## src/rtl/mem_access_ctrl.sv

```systemverilog
`default_nettype none
// ============================================================================
// Module   : mem_access_ctrl
// Purpose  : Load/store access controller in front of the data RAM. Accepts
//            one request at a time over a valid/ready handshake, drives the
//            RAM enable, byte-lane write enables, word address and
//            lane-replicated write data for WAIT_CYCLES+1 access cycles, then
//            returns the extracted and extended load data (or zero for
//            stores) through a registered response handshake.
// Ports    : clk, rst (asynchronous, active-low)
//            req_valid/req_ready, req_write, req_size, req_signed,
//            req_addr, req_wdata           - request channel
//            resp_valid/resp_ready, resp_rdata, resp_err - response channel
//            ram_en, ram_write_en, ram_addr, ram_write_data, ram_read_data
//                                          - RAM side
// Options  : MEM_ALIGN_CHECK_EN - when defined, misaligned halfword/word
//            requests skip the RAM access and respond with resp_err=1.
// Revision : 1.0 - initial release
// ============================================================================
module mem_access_ctrl #(
    parameter int WAIT_CYCLES = 1
) (
    input  logic        clk,
    input  logic        rst,
    input  logic        req_valid,
    output logic        req_ready,
    input  logic        req_write,
    input  logic [1:0]  req_size,
    input  logic        req_signed,
    input  logic [31:0] req_addr,
    input  logic [31:0] req_wdata,
    output logic        resp_valid,
    input  logic        resp_ready,
    output logic [31:0] resp_rdata,
    output logic        resp_err,
    output logic        ram_en,
    output logic [3:0]  ram_write_en,
    output logic [31:0] ram_addr,
    output logic [31:0] ram_write_data,
    input  logic [31:0] ram_read_data
);

    localparam logic [1:0] c_ST_IDLE   = 2'd0;
    localparam logic [1:0] c_ST_ACCESS = 2'd1;
    localparam logic [1:0] c_ST_RESP   = 2'd2;

    localparam logic [1:0] c_SZ_BYTE   = 2'b00;
    localparam logic [1:0] c_SZ_HALF   = 2'b01;

    localparam logic [3:0] c_WAIT_LOAD = 4'(WAIT_CYCLES);

    logic [1:0]  r_state;
    logic [3:0]  r_cnt;
    logic        r_write;
    logic [1:0]  r_size;
    logic        r_signed;
    logic [31:0] r_addr;
    logic [31:0] r_wdata;
    logic [31:0] r_rdata;

    logic        w_final;
    logic [3:0]  w_lanes;
    logic [4:0]  w_shamt;
    logic [31:0] w_shifted;
    logic [31:0] w_load_data;
    logic [31:0] w_wdata_rep;

    // Last cycle of the access phase: the only cycle a store may write and
    // the cycle whose closing edge captures load data.
    assign w_final = (r_state == c_ST_ACCESS) && (r_cnt == 4'd0);

    // Lane selection and data replication; a halfword only looks at addr[1]
    // and a word ignores the low address bits entirely.
    always_comb begin
        w_lanes     = 4'b1111;
        w_shamt     = 5'd0;
        w_wdata_rep = r_wdata;
        case (r_size)
            c_SZ_BYTE: begin
                w_lanes     = 4'b0001 << r_addr[1:0];
                w_shamt     = {r_addr[1:0], 3'b000};
                w_wdata_rep = {4{r_wdata[7:0]}};
            end
            c_SZ_HALF: begin
                w_lanes     = r_addr[1] ? 4'b1100 : 4'b0011;
                w_shamt     = {r_addr[1], 4'b0000};
                w_wdata_rep = {2{r_wdata[15:0]}};
            end
            default: begin
                w_lanes     = 4'b1111;
                w_shamt     = 5'd0;
                w_wdata_rep = r_wdata;
            end
        endcase
    end

    assign w_shifted = ram_read_data >> w_shamt;

    always_comb begin
        w_load_data = w_shifted;
        case (r_size)
            c_SZ_BYTE: w_load_data = {{24{r_signed & w_shifted[7]}},  w_shifted[7:0]};
            c_SZ_HALF: w_load_data = {{16{r_signed & w_shifted[15]}}, w_shifted[15:0]};
            default:   w_load_data = w_shifted;
        endcase
    end

`ifdef MEM_ALIGN_CHECK_EN
    logic r_err;
    logic w_req_misaligned;

    assign w_req_misaligned = ((req_size == c_SZ_HALF) && req_addr[0]) ||
                              (req_size[1] && (req_addr[1:0] != 2'b00));
    assign resp_err         = r_err;
`else
    assign resp_err         = 1'b0;
`endif

    always_ff @(posedge clk or negedge rst) begin
        if (!rst) begin
            r_state  <= c_ST_IDLE;
            r_cnt    <= 4'd0;
            r_write  <= 1'b0;
            r_size   <= 2'b00;
            r_signed <= 1'b0;
            r_addr   <= 32'd0;
            r_wdata  <= 32'd0;
            r_rdata  <= 32'd0;
`ifdef MEM_ALIGN_CHECK_EN
            r_err    <= 1'b0;
`endif
        end else begin
            case (r_state)
                c_ST_IDLE: begin
                    if (req_valid) begin
                        r_write  <= req_write;
                        r_size   <= req_size;
                        r_signed <= req_signed;
                        r_addr   <= req_addr;
                        r_wdata  <= req_wdata;
                        r_cnt    <= c_WAIT_LOAD;
`ifdef MEM_ALIGN_CHECK_EN
                        // Misaligned requests bypass the RAM entirely.
                        if (w_req_misaligned) begin
                            r_state <= c_ST_RESP;
                            r_err   <= 1'b1;
                            r_rdata <= 32'd0;
                        end else begin
                            r_state <= c_ST_ACCESS;
                            r_err   <= 1'b0;
                        end
`else
                        r_state  <= c_ST_ACCESS;
`endif
                    end
                end
                c_ST_ACCESS: begin
                    if (r_cnt == 4'd0) begin
                        r_state <= c_ST_RESP;
                        r_rdata <= r_write ? 32'd0 : w_load_data;
                    end else begin
                        r_cnt <= r_cnt - 4'd1;
                    end
                end
                c_ST_RESP: begin
                    if (resp_ready) begin
                        r_state <= c_ST_IDLE;
                    end
                end
                default: begin
                    r_state <= c_ST_IDLE;
                end
            endcase
        end
    end

    // All outputs decode registered state only, so the asynchronous reset
    // drops the RAM controls immediately and no req_*/resp_ready path exists.
    assign req_ready      = (r_state == c_ST_IDLE);
    assign resp_valid     = (r_state == c_ST_RESP);
    assign resp_rdata     = r_rdata;
    assign ram_en         = (r_state == c_ST_ACCESS);
    assign ram_write_en   = (w_final && r_write) ? w_lanes : 4'b0000;
    assign ram_addr       = {r_addr[31:2], 2'b00};
    assign ram_write_data = w_wdata_rep;

endmodule
`default_nettype wire

```

## config.mk

```make
export PLATFORM = sky130hd
export DESIGN_NAME = mem_access_ctrl
export DESIGN_NICKNAME = d
export VERILOG_FILES = /design/src/rtl/mem_access_ctrl.sv
export SDC_FILE = /design/constraint.sdc
export NUM_CORES = 1
export LEC_CHECK = 0
export CAP_MARGIN = 20
export CORE_MARGIN = 4
export CORE_UTILIZATION = 44
export DETAILED_ROUTE_END_ITERATION = 10
export PLACE_DENSITY = 0.81
export SLEW_MARGIN = 20
export SYNTH_ARGS = -nofsm -noshare
export SYNTH_HDL_FRONTEND = slang
export SYNTH_SLANG_ARGS = --single-unit
```

## constraint.sdc

```tcl
create_clock -name clk -period 2.7 [get_ports clk]
set_clock_uncertainty 0.15 [all_clocks]
set_input_delay 0.405 -clock clk [delete_from_list [all_inputs] [get_ports clk]]
set_output_delay 0.405 -clock clk [all_outputs]
set_load 0.05 [all_outputs]
```

; ---- Yosys cells after proc, flatten, opt, wreduce, memory -nomap -nowiden
; Cells that the tools add are included.
; Widths: inputs -> output; s select.
[word_totals]
regBits = 106
[classes]
addsub = 1
muxes = 14
n_reduce_logical = 10
bitwise_logic = 2
eq_ne = 7
shift = 2
[ops]
columns = operator, count
row1 = $pmux 32 s2, 2
row2 = $mux 32, 1
row3 = $shr 32x5->32, 1
row4 = $mux 4, 4
row5 = $pmux 4 s2, 2
row6 = $pmux 5 s2, 1
row7 = $mux 2, 3
row8 = $pmux 2 s3, 1
row9 = $reduce_and 3->1, 2
row10 = $eq 2x1->1 const B, 2
row11 = $logic_not 2->1, 2
row12 = $logic_not 4->1, 1
row13 = $ne 2x1->1 const B, 2
row14 = $ne 2x2->1 const B, 2
row15 = $reduce_and 2->1, 2
row16 = $shl 1x2->4 const A, 1
row17 = $sub 4x1->4 const B, 1
row18 = $and 1x1->1, 2
row19 = $eq 2x2->1 const B, 1
row20 = $logic_and 1x1->1, 2
row21 = $reduce_bool 2->1, 1

; ---- Logic depth before layout (Yosys ltp)
[depth]
word_depth = 6
ltp_mapped = 9
depth_no_buf = 7

; ---- Least setup slack after synthesis
; Ideal clock, no wire load.
[synth_path]
path_type = reg-to-output
start = reg r_state[1]
end = out ram_write_en[0]
n_path_buf = 2
arrival_ps = 2570
t_required_ps = 2145
slack_ps = -425
path_stages_with_launch = 7
cell_sequence = dfrtp_1 > nand2b_1 > inv_1 > nand2_1 > buf_2 > buf_1 > nor3b_1
[synth_between]
elab_chain_cells = 4
[synth_rtl]
columns = item, line
row1 = "start, declared", 52  ; logic [1:0] r_state;
row2 = "start signal, assigned", 121  ; r_state <= c_ST_IDLE;
row3 = "start signal, assigned", 153  ; r_state <= c_ST_ACCESS;
row4 = "start signal, assigned", 159  ; r_state <= c_ST_RESP;
row5 = $eq 2x1->1, -
row6 = net ram_en, 36  ; output logic ram_en,
row7 = $logic_and 1x1->1, 70  ; assign w_final = (r_state == c_ST_ACCESS) && (r_cnt == 4'd0);
row8 = $logic_and 1x1->1, 183  ; assign ram_write_en = (w_final && r_write) ? w_lanes : 4'b0000;
row9 = $mux 4, 183
row10 = "end, declared", 37  ; output logic [3:0] ram_write_en,
; The timed path passes the listed nets, and every way through them passes these cells.

; ---- Final worst setup path
[layout_path]
start = reg r_cnt[0]
end = out ram_write_en[0]
[layout_between]
elab_chain_cells = 4
[layout_rtl]
columns = item, line
row1 = "start, declared", 53  ; logic [3:0] r_cnt;
row2 = "start signal, assigned", 141  ; r_cnt <= c_WAIT_LOAD;
row3 = "start signal, assigned", 162  ; r_cnt <= r_cnt - 4'd1;
row4 = $logic_not 4->1, 70
row5 = $logic_and 1x1->1, 70
row6 = $logic_and 1x1->1, 183
row7 = $mux 4, 183
; Every way passes these cells.

==> impl_metrics.ini <==
[clock_network]
tritoncts.num_buffers = 9
post_cts_setup_bufs = 0
cts.sink_count = 106
clock_path_buffers = 2
cts_tree = done
clk-insertion-delay-late_ns = 0.34
clk_transition_reported_paths_ns = 0.07
htree_levels = 3
clk_root_buffer_cell = sky130_fd_sc_hd__clkbuf_16

[yosys]
synth_sequential_area_ratio = 0.512
mean_syn_cell_area_sq_um = 12.2
synth.lib_cells_used.distinct = 35
synth-adder-area-share = 0.00483
ys.flop_type = sky130_fd_sc_hd__dfrtp_1
yosys_warnings = 0
synthCells = 426
synth_mux_area_frac = 0.246
synth_xor_xnor_area_share = 0.00338
synth_compound_gate_area_share = 0.0580
post_synth_instance_area_sq_mm = 0.00518
asyncSetResetFlopFracSynth = 1.00
synth_top_family_by_area = multiplexers
postSynthRegisterBits = 106
synth_simple_gate_area_share = 0.0889
synth_edf_count = 0

[worst_setup_path]
worst-path-max-fanout = 26
setup_slack_on_the_worst_flop_to_flop_path_ns = 0.58
critPathRequiredTime_ns = 2.14
worst-setup-path-type = flop to output port
critical_path.reg2reg.startpoint = r_cnt[0]
critPathArrivalTime_ns = 1.95
cp_startpoint = r_cnt[0]
worst_setup_path_end_kind = output port
startpoint_type = flop

[cells_and_area]
insertedDiodeCount = 0
final_nets = 697
post_layout_nonfiller_instances = 738
most-common-layout-cells = 175 x sky130_fd_sc_hd__clkdlybuf4s50_1, 105 x sky130_fd_sc_hd__dfrtp_1, 84 x sky130_fd_sc_hd__mux2_2
areaGrowthSynthToFinish_pct = 45.0
n_fill_cell = 881
drive_gt1_frac = 0.262
post-route-util = 0.655
layout_commonest_cell = sky130_fd_sc_hd__clkdlybuf4s50_1

[floorplan]
chipWidth_microns = 116
core_sq_mm = 0.0115
placement_rows = 39
chipHeight_microns = 116
top_level_ports = 208
floorplan.initialDensity = 0.452
die_area_sq_mm = 0.0136

[global_route]
maximum_number_of_pins_on_one_net_before_global_route_repair = 46
grt-ovfl-total = 0
wire_length_of_the_first_global_routing_pass_mm = 21.4
grt_use_total = 0.205
first_global_vias = 4034
grt_antenna_before_repair = 0

[placed_design]
dpl.hpwl_mm = 10.5
replace_congestion = 0.879
post-place-cells = 722
portBuffers = 204

[route]
wl_per_cell_microns = 18.7
drt_iter0_markers = 243
post-route-drc-count = 0
detailedRoute.firstPassIterationCount = 4
wl_mm = 13.8
detail_route.vias_per_cell = 5.21
detail-route-antenna-nets = 0
vias = 3847

[timing]
min_period_ns = 2.50
totalNegativeSetupSlack_ns = 0
timing_hold_violations_final = 0
slew_headroom = 0.625
finalMaxSlewViolations = 0
final_min_period_over_clock_period = 0.926
finalSetupViolations = 0
slew_at_the_pin_closest_to_its_max_slew_limit_ns = 0.559
max_freq_mhz = 400
rsz0062_at_grt = false

[flow_run]
timing.max_cap.violations = 0

[worst_hold_path]
min-delay-start = resp_rdata[18]
worst_hold_path_type = flop to flop

[status]
outcome = finished, final reports clean
cell usage after synthesis, drive strengths merged, types with 7 or more instances:
cell type    n  share of area
a22o         8          0.014
nor2b       16          0.019
o21ai       27          0.026
nand2       40          0.030
nor4         8         0.0097
mux2        84           0.18
a21oi       10         0.0097
nor2         7         0.0087
mux4         7          0.030
mux2i       17          0.033
buf         59          0.077
dfrtp      106           0.51
critical path, cell delays in order (launching register included):
cell	delay, ns
sky130_fd_sc_hd__dfrtp_1	0.41
sky130_fd_sc_hd__inv_1	0.09
sky130_fd_sc_hd__ha_1	0.14
sky130_fd_sc_hd__nor3b_2	0.18
sky130_fd_sc_hd__nand2_1	0.09
sky130_fd_sc_hd__buf_4	0.23
sky130_fd_sc_hd__nor3b_2	0.28
sky130_fd_sc_hd__buf_12	0.17
cells by family after synthesis:
logic type                 count (synthesis)
AOI/OAI and AO/OA                         49
buffers and inverters                     71
other                                      1
adders and majority gates                  2
muxes                                    108
xor gates and xnor gates                   2
and+or+nand+nor                           87
DFF                                      106
cell type report:
class,instances,area (sq um),share of cell area
clock buffers,12,236,0.0315
clock inverters,3,65.1,0.00866
inverters,6,22.5,0.00300
multi-input cells,251,2110,0.281
flip-flops and latches,106,2650,0.353
well taps,143,179,0.0238
repair buffers,217,2240,0.299
registers in the layout (all words and copies together), names as in the netlist:
signal      count
r_addr         32
r_wdata        32
resp_rdata     32
r_cnt           4
r_size          2
r_state         2
r_signed        1
r_write         1
repair_timing:
action / 4_1_cts / 5_1_grt
hold buffers: 1 / 0
hold endpoints to repair: 34 / 0
gates resized for setup: 0 / 2
endpoints found under the setup margin: 0 / 2
stage by stage:
stage          hold slack (ns)  cell area (sq um)  setup slack [ns]
2_1_floorplan          -0.0406               5200            -0.369
3_3_place_gp             0.238               7190             0.544
3_5_place_dp             0.249               7190             0.434
4_1_cts                  0.339               7500            0.0858
5_1_grt                  0.370               7510            0.0690
6_report                 0.340               7510             0.200
routing by layer:
metal / GRT usage / wire length, microns / up-vias
met5: 0 / 0 / -
met4: 0.0681 / 288 / 0
met3: 0.0689 / 1420 / 19
met2: 0.343 / 6680 / 176
met1: 0.249 / 5380 / 1878
li1: - / - / 1774
worst paths after layout:
kind | to | depth (start not counted)
worst max register to register | resp_rdata[16] | 9
min in group asynchronous | r_addr[7] | 2
max in group asynchronous | resp_rdata[17] | 3
worst min-delay path | resp_rdata[18] | 2
worst min register to register | resp_rdata[18] | 2
worst max-delay path | ram_write_en[0] | 7
Power is left out: the tool's default activity adds up to more than one toggle a clock period on the data nets, which glitch-free logic cannot reach.
